`src/rtl/btn_evt_pkg.sv`:
```
// Shared definitions for the button event controller.
// - Event type codes carried on evt_type.
// - Packed event record stored in the event FIFO: {btn[2:0], typ[1:0], sw[7:0]}.
// - Per-button state encoding and pending-vector slot offsets.
// - make_evt(): turns a pending-vector index plus a switch snapshot into an event record.
package btn_evt_pkg;

  localparam logic [1:0] EVT_PRESS = 2'b01;
  localparam logic [1:0] EVT_RPT   = 2'b10;
  localparam logic [1:0] EVT_REL   = 2'b11;

  localparam int EVT_W = 3 + 2 + 8;

  // Slot of each event kind inside one button's 3-bit group of the pending vector.
  localparam int PEND_PRESS = 0;
  localparam int PEND_RPT   = 1;
  localparam int PEND_REL   = 2;

  typedef struct packed {
    logic [2:0] btn;
    logic [1:0] typ;
    logic [7:0] sw;
  } evt_t;

  typedef enum logic [1:0] {
    ST_IDLE = 2'd0,
    ST_HELD = 2'd1,
    ST_RPT  = 2'd2
  } btn_st_e;

  // Pending index = btn*3 + slot; slot 0/1/2 maps onto type code 1/2/3.
  function automatic evt_t make_evt(input int unsigned idx, input logic [7:0] sw);
    evt_t e;
    e.btn = 3'(idx / 3);
    e.typ = 2'((idx % 3) + 1);
    e.sw  = sw;
    return e;
  endfunction

endpackage

```
`src/rtl/btn_event_ctrl_evt_fifo.sv`:
```
// evt_fifo: parameterised first-word-fall-through FIFO.
// - clk, rst_n : clock, asynchronous active-low reset
// - push/wdata : write request and data; ignored when full unless popped the same cycle
// - pop        : consume the head; ignored when empty
// - rdata      : head entry, valid whenever valid=1
// - valid      : FIFO not empty
// - full       : FIFO holds DEPTH entries
// - count      : occupancy 0..DEPTH
module evt_fifo #(
  parameter int DEPTH = 4,
  parameter int W     = 13
) (
  input  logic                     clk,
  input  logic                     rst_n,
  input  logic                     push,
  input  logic [W-1:0]             wdata,
  input  logic                     pop,
  output logic [W-1:0]             rdata,
  output logic                     valid,
  output logic                     full,
  output logic [$clog2(DEPTH):0]   count
);

  localparam int AW = $clog2(DEPTH);

  logic [W-1:0]  mem_q [DEPTH];
  logic [AW-1:0] wr_ptr_q, wr_ptr_d;
  logic [AW-1:0] rd_ptr_q, rd_ptr_d;
  logic [AW:0]   count_q, count_d;
  logic          do_push, do_pop;

  // NOTE: every signal written in always_comb gets a value on every path, otherwise a latch is inferred.
  always_comb begin
    do_pop   = pop & (count_q != '0);
    // A pop in the same cycle frees the slot the push needs when full.
    do_push  = push & ((count_q != (AW+1)'(DEPTH)) | do_pop);
    // Pointers are exactly log2(DEPTH) bits wide, so they wrap modulo DEPTH on their own.
    wr_ptr_d = wr_ptr_q + AW'(do_push);
    rd_ptr_d = rd_ptr_q + AW'(do_pop);
    count_d  = count_q + (AW+1)'(do_push) - (AW+1)'(do_pop);
  end

  // NOTE: sequential state uses non-blocking assignments so all flops update from pre-edge values.
  always_ff @(posedge clk or negedge rst_n) begin
    if (!rst_n) begin
      wr_ptr_q <= '0;
      rd_ptr_q <= '0;
      count_q  <= '0;
    end else begin
      wr_ptr_q <= wr_ptr_d;
      rd_ptr_q <= rd_ptr_d;
      count_q  <= count_d;
    end
  end

  // NOTE: storage is deliberately not reset; no entry is visible until count says it was written.
  always_ff @(posedge clk) begin
    if (do_push) mem_q[wr_ptr_q] <= wdata;
  end

  assign rdata = mem_q[rd_ptr_q];
  assign valid = (count_q != '0);
  assign full  = (count_q == (AW+1)'(DEPTH));
  assign count = count_q;

endmodule

```
`src/rtl/btn_event_ctrl.sv`:
```
// btn_event_ctrl: turns debounced button levels into a queue of press/repeat/release events.
// - clk, rst_n   : clock, asynchronous active-low reset
// - clkdiv       : free-running divider; rising edge of clkdiv[TICK_BIT] is the timing tick
// - button_in    : debounced button levels, 1 = pressed
// - SW_in        : debounced switches, snapshotted with every event
// - repeat_en    : enables auto-repeat events
// - evt_valid/evt_ready, evt_btn, evt_type, evt_sw : FWFT event read port
// - evt_count    : FIFO occupancy
// - overflow     : sticky lost-event flag, cleared by ovf_clr
module btn_event_ctrl
  import btn_evt_pkg::*;
#(
  parameter int NBTN         = 5,
  parameter int FIFO_DEPTH   = 4,
  parameter int TICK_BIT     = 20,
  parameter int HOLD_TICKS   = 8,
  parameter int REPEAT_TICKS = 2
) (
  input  logic            clk,
  input  logic            rst_n,
  input  logic [31:0]     clkdiv,
  input  logic [NBTN-1:0] button_in,
  input  logic [7:0]      SW_in,
  input  logic            repeat_en,
  output logic            evt_valid,
  input  logic            evt_ready,
  output logic [2:0]      evt_btn,
  output logic [1:0]      evt_type,
  output logic [7:0]      evt_sw,
  output logic [2:0]      evt_count,
  output logic            overflow,
  input  logic            ovf_clr
);

  localparam int PEND_N  = 3 * NBTN;
  localparam int PW      = $clog2(PEND_N);
  localparam int CNT_MAX = (HOLD_TICKS > REPEAT_TICKS) ? HOLD_TICKS : REPEAT_TICKS;
  localparam int CW      = $clog2(CNT_MAX + 1);
  localparam int FCW     = $clog2(FIFO_DEPTH) + 1;

  // Per-button FSM state.
  btn_st_e         st_q  [NBTN];
  btn_st_e         st_d  [NBTN];
  logic [CW-1:0]   cnt_q [NBTN];
  logic [CW-1:0]   cnt_d [NBTN];
  logic [NBTN-1:0] btn_prev_q;
  logic            tick_prev_q;
  logic            tick;

  // Pending events and their switch snapshots.
  logic [PEND_N-1:0] pend_q, pend_d, pend_set, pend_clr;
  logic [7:0]        sw_q [PEND_N];
  logic [7:0]        sw_d [PEND_N];
  logic              overflow_q, overflow_d, ovf_new;

  // Arbiter / FIFO interface.
  logic          arb_hit;
  logic [PW-1:0] arb_idx;
  logic          fifo_push, fifo_pop, fifo_valid, fifo_full;
  evt_t          fifo_wdata, fifo_head;
  logic [FCW-1:0] fifo_count;

  logic unused_clkdiv;
  assign unused_clkdiv = ^clkdiv;

  assign tick = clkdiv[TICK_BIT] & ~tick_prev_q;

  // Per-button press / repeat / release detection.
  always_comb begin
    pend_set = '0;
    for (int i = 0; i < NBTN; i++) begin
      st_d[i]  = st_q[i];
      cnt_d[i] = cnt_q[i];
      case (st_q[i])
        ST_IDLE: begin
          if (button_in[i] && !btn_prev_q[i]) begin
            pend_set[3*i + PEND_PRESS] = 1'b1;
            cnt_d[i] = CW'(HOLD_TICKS);
            st_d[i]  = ST_HELD;
          end
        end
        ST_HELD, ST_RPT: begin
          if (!button_in[i] && btn_prev_q[i]) begin
            pend_set[3*i + PEND_REL] = 1'b1;
            st_d[i] = ST_IDLE;
          end else if (tick && repeat_en) begin
            // The counter reaching zero on this tick fires the repeat and reloads.
            if (cnt_q[i] == CW'(1)) begin
              pend_set[3*i + PEND_RPT] = 1'b1;
              cnt_d[i] = CW'(REPEAT_TICKS);
              st_d[i]  = ST_RPT;
            end else begin
              cnt_d[i] = cnt_q[i] - CW'(1);
            end
          end
        end
        default: st_d[i] = ST_IDLE;
      endcase
    end
  end

  // Fixed-priority arbiter: the lowest set index wins, which orders press < repeat < release.
  always_comb begin
    arb_hit = 1'b0;
    arb_idx = '0;
    for (int j = PEND_N - 1; j >= 0; j--) begin
      if (pend_q[j]) begin
        arb_hit = 1'b1;
        arb_idx = PW'(j);
      end
    end
    fifo_push  = arb_hit & (~fifo_full | fifo_pop);
    pend_clr   = PEND_N'(fifo_push) << arb_idx;
    fifo_wdata = make_evt(32'(arb_idx), sw_q[arb_idx]);
  end

  // Pending update: a set on a bit that is leaving this cycle is a fresh event, not a collision.
  always_comb begin
    ovf_new = 1'b0;
    for (int j = 0; j < PEND_N; j++) begin
      sw_d[j] = sw_q[j];
      if (pend_set[j]) begin
        if (pend_q[j] && !pend_clr[j]) begin
          // Repeats are idempotent, so a second one merges instead of counting as lost.
          if ((j % 3) != PEND_RPT) ovf_new = 1'b1;
        end else begin
          sw_d[j] = SW_in;
        end
      end
    end
    pend_d     = (pend_q & ~pend_clr) | pend_set;
    overflow_d = ovf_new | (overflow_q & ~ovf_clr);
  end

  always_ff @(posedge clk or negedge rst_n) begin
    if (!rst_n) begin
      for (int i = 0; i < NBTN; i++) begin
        st_q[i]  <= ST_IDLE;
        cnt_q[i] <= '0;
      end
      for (int j = 0; j < PEND_N; j++) sw_q[j] <= '0;
      btn_prev_q  <= '0;
      tick_prev_q <= 1'b0;
      pend_q      <= '0;
      overflow_q  <= 1'b0;
    end else begin
      for (int i = 0; i < NBTN; i++) begin
        st_q[i]  <= st_d[i];
        cnt_q[i] <= cnt_d[i];
      end
      for (int j = 0; j < PEND_N; j++) sw_q[j] <= sw_d[j];
      btn_prev_q  <= button_in;
      tick_prev_q <= clkdiv[TICK_BIT];
      pend_q      <= pend_d;
      overflow_q  <= overflow_d;
    end
  end

  assign fifo_pop = fifo_valid & evt_ready;

  evt_fifo #(
    .DEPTH (FIFO_DEPTH),
    .W     (EVT_W)
  ) u_evt_fifo (
    .clk   (clk),
    .rst_n (rst_n),
    .push  (fifo_push),
    .wdata (fifo_wdata),
    .pop   (fifo_pop),
    .rdata (fifo_head),
    .valid (fifo_valid),
    .full  (fifo_full),
    .count (fifo_count)
  );

  assign evt_valid = fifo_valid;
  assign evt_btn   = fifo_head.btn;
  assign evt_type  = fifo_head.typ;
  assign evt_sw    = fifo_head.sw;
  assign evt_count = 3'(fifo_count);
  assign overflow  = overflow_q;

endmodule

```
`config.mk`:
```
export PLATFORM = sky130hd
export DESIGN_NAME = btn_event_ctrl
export DESIGN_NICKNAME = d
export VERILOG_FILES = /design/src/rtl/btn_evt_pkg.sv /design/src/rtl/btn_event_ctrl_evt_fifo.sv /design/src/rtl/btn_event_ctrl.sv
export SDC_FILE = /design/constraint.sdc
export NUM_CORES = 1
export LEC_CHECK = 0
export CAP_MARGIN = 40
export CORE_MARGIN = 1
export CORE_UTILIZATION = 30
export DETAILED_ROUTE_END_ITERATION = 10
export HOLD_SLACK_MARGIN = 0.08
export SYNTH_ARGS = -nofsm -noshare
export SYNTH_HDL_FRONTEND = slang
export SYNTH_SLANG_ARGS = --single-unit
export TNS_END_PERCENT = 100
```
`constraint.sdc`:
```
create_clock -name clk -period 4 [get_ports clk]
set_input_delay 0.8 -clock clk [delete_from_list [all_inputs] [get_ports clk]]
set_output_delay 0.8 -clock clk [all_outputs]
set_load 0.02 [all_outputs]
```
==> impl_metrics.ini <==
[status]
outcome = completed

[synth]
synth_flop_cell = dfrtp_1
synth_top_area_share = 0.3984
yosysWarnings = 0
synthTopCellsByArea = dfrtp_1 40%, edfxtp_1 14%, mux2_2 11%
synthDistinctLibCells = 66
ys_seq_area_frac = 0.5372
netlist_instances = 961
synthTopCellsByCount = 179 x dfrtp_1, 114 x mux2_2, 100 x nand2_1
synth_top_area_cell = dfrtp_1
syn-cell-area_sq_um = 11240
synth_edf_count = 52
synth-seq-cells = 231
avgSynthCellArea_sq_um = 11.70
synth_nets = 1040
synth_most_common_cell = dfrtp_1
async_flop_share = 0.7749

[pwr]
pwr-share-clk = 0.215
p_int_w = 0.006975
p_switching_w = 0.004056
leakage_nw = 5.570
p_comb_frac = 0.406
ir_worst_vdd_mv = 0.4029
p_seq_frac = 0.378
p_sw_frac = 0.3677
powerDensity_nw_per_um2 = 843.5

[timing]
finalCriticalPeriod_ns = 3.679
drv_slew = 0
slew-limit-headroom = 0.4099
fmax_mhz = 271.8
finalHoldViolations = 0
tns_ns = 0
grt_setup_unrepaired = false
clock_skew_ns = 0.01308
period_share = 0.9197
worst_slew_pin_slew_ns = 0.8793
finalSetupViolations = 0

[setup_path]
path_class = reg -> reg
cp_slowest_cell = or4_4
worstPathMaxFanout = 8
crit_family = compound AO/OA/AOI/OAI gates
end_kind = flop
worst_setup_path_start_kind = flop
crit_buf_inv = 1
cp.arrival_ns = 3.94
worstPathRequired_ns = 4.26
path_cells = or4_4 -> o221a_4 -> o21ai_1 -> inv_1 -> ha_1 -> a31oi_1 -> a21oi_1 -> ha_1 -> nand2b_1 -> nor4_1 -> nand2_1 -> a31oi_1 -> xnor2_1
max_stage_delay_ns = 0.56

[grt]
met1_usage = 0.1898
grt_max_degree = 84
grt_use_met2 = 0.2242
grt_first_pass_wirelength_mm = 42.03
globalRouteTotalUtil = 0.1396
use_met3 = 0.02314
antenna_found_initial = 0
gr-max-usage-layer = met2
gr-total-overflow = 0
grt_pass1_vias = 7456

[place]
place.gp.congestion = 0.8523
placed_cell_area_sq_um = 12230
dp_hpwl_mm = 18.12
port-buffer-count = 36

[floorplan]
start_util = 0.3057
die_area_sq_um = 38260
core_sq_um = 36790
io_pins = 68
fp.dieH_um = 195.6
die_x_um = 195.6
num_rows = 70

[cells_and_area]
antenna_cells = 0
nets = 1089
drive_above_1_share = 0.2010
syn2layout_area_growth_pct = 16.30
post-route-cell-area_sq_um = 13080
fin_util = 0.3555

[clocking]
clock-sinks = 231
cts_tree = built
postCtsSetupRepairBufs = 0
holdBufCountCts = 0
clk_latency_ns = 0.54
clockBufferDepth = 3
cts_resized = 0
cts_root_buf = clkbuf_16
h-tree-depth = 1
clk_pin_slew_worst_paths_ns = 0.06
cts_buffers = 26

[drt]
vias_per_cell = 5.072
drt-initial-drc-count = 459
drt_pre_antenna_iters = 5
ant_nets = 0
vias = 7598
wl_per_cell_um = 17.57
drc = 0
drt_wl_total_mm = 26.32

[worst_hold_path]
hold_class = in -> async

[job]
maxCapViolCount = 0
sequential cells by signal (all words and copies together) (netlist names):
name	flops
overflow	1
st_q	10
cnt_q	20
u_evt_fifo.mem_q	52
tick_prev_q	1
u_evt_fifo.rd_ptr_q	2
btn_prev_q	5
sw_q	120
u_evt_fifo.count	3
pend_q	15
u_evt_fifo.wr_ptr_q	2
through the flow:
| stage | hold WS (ns) | total power [W] | std cells | worst slack (ns) |
|---|---|---|---|---|
| global placement | 0.4796 | 0.008590 | 1449 | 0.3957 |
| floorplan | 0.4648 | 0.007177 | 961 | 0.1027 |
| finish | 0.3297 | 0.01103 | 1498 | 0.3211 |
| global route | 0.3907 | 0.01177 | 1498 | 0.01791 |
| CTS | 0.3535 | 0.01112 | 1498 | 0.3278 |
| detailed placement | 0.4863 | 0.008714 | 1450 | 0.3361 |
cell type report:
class | instances | area, sq um
Tap cell | 468 | 585.6
Inverter | 58 | 217.7
Clock buffer | 29 | 671.9
Fill cell | 3617 | 23710
Timing Repair Buffer | 59 | 534.3
Multi-Input combinational cell | 634 | 4850
Sequential cell | 231 | 6041
Clock inverter | 19 | 177.7
placed cells by master, fill, tap and decap left out, types with 8 or more instances in the layout:
master             n
nor3_1            25
a2111o_1           8
a211oi_1           9
a31oi_1           13
mux4_2            13
o221ai_1          10
mux2_2           114
nand2b_1          17
o211ai_1          20
a21oi_1           18
dfrtp_1          179
nand4_1           12
or3_1              9
nor2b_1            9
and3_1             9
clkdlybuf4s50_1   35
nand3_1           18
o21ai_0           52
inv_1             57
edfxtp_1          52
ha_1              28
nor2_1            31
clkbuf_16         26
clkinv_1           9
mux2i_1           29
buf_4             23
nand2_1          100
and2_1            11
final timing paths:
path	from	slack (ns)	cells past startpoint	end
max	pend_q[7]$_DFF_PN0_	0.32	13	u_evt_fifo.mem_q[1][9]$_DFFE_PP_
min	rst_n	0.33	1	cnt_q[6]$_DFFE_PN0P_
max reg2reg	pend_q[7]$_DFF_PN0_	0.32	13	u_evt_fifo.mem_q[1][9]$_DFFE_PP_
min reg2reg	sw_q[18]$_DFFE_PN0P_	0.50	1	sw_q[18]$_DFFE_PN0P_
max in group asynchronous	rst_n	2.76	2	sw_q[9]$_DFFE_PN0P_
min in group clk	sw_q[18]$_DFFE_PN0P_	0.50	1	sw_q[18]$_DFFE_PN0P_
power groups by stage:
stage / Combinational, W / Clock [W] / Sequential, W
2_1_floorplan: 0.00312 / 0 / 0.00406
3_3_place_gp: 0.00442 / 0 / 0.00417
3_5_place_dp: 0.00450 / 0 / 0.00421
4_1_cts: 0.00452 / 0.00243 / 0.00418
5_1_grt: 0.00495 / 0.00252 / 0.00430
6_report: 0.00448 / 0.00237 / 0.00417
kinds of logic after synthesis:
family,count (synthesis),share of synthesized area
and+or+nand+nor,273,0.1223
DFF,231,0.5372
muxes,157,0.1670
buffers and inverters,96,0.03227
xor gates and xnor gates,6,0.004673
AOI/OAI and AO/OA,168,0.1027
adders and majority gates,30,0.03383
worst register-to-register path, cell delays in order (launching register included):
cell and delay, ns:
dfrtp_1 0.45, or4_4 0.56, o221a_4 0.33, o21ai_1 0.16, inv_1 0.08, ha_1 0.21, a31oi_1 0.33, a21oi_1 0.13
ha_1 0.20, nand2b_1 0.13, nor4_1 0.36, nand2_1 0.11, a31oi_1 0.22, xnor2_1 0.13
per-layer routing:
| layer | wire length, um | up-vias |
|---|---|---|
| li1 | - | 3628 |
| met1 | 12320 | 3780 |
| met2 | 12110 | 149 |
| met3 | 1092 | 41 |
| met4 | 801 | 0 |
| met5 | 0 | - |
Note: power is estimated with default switching activity, not from simulation.
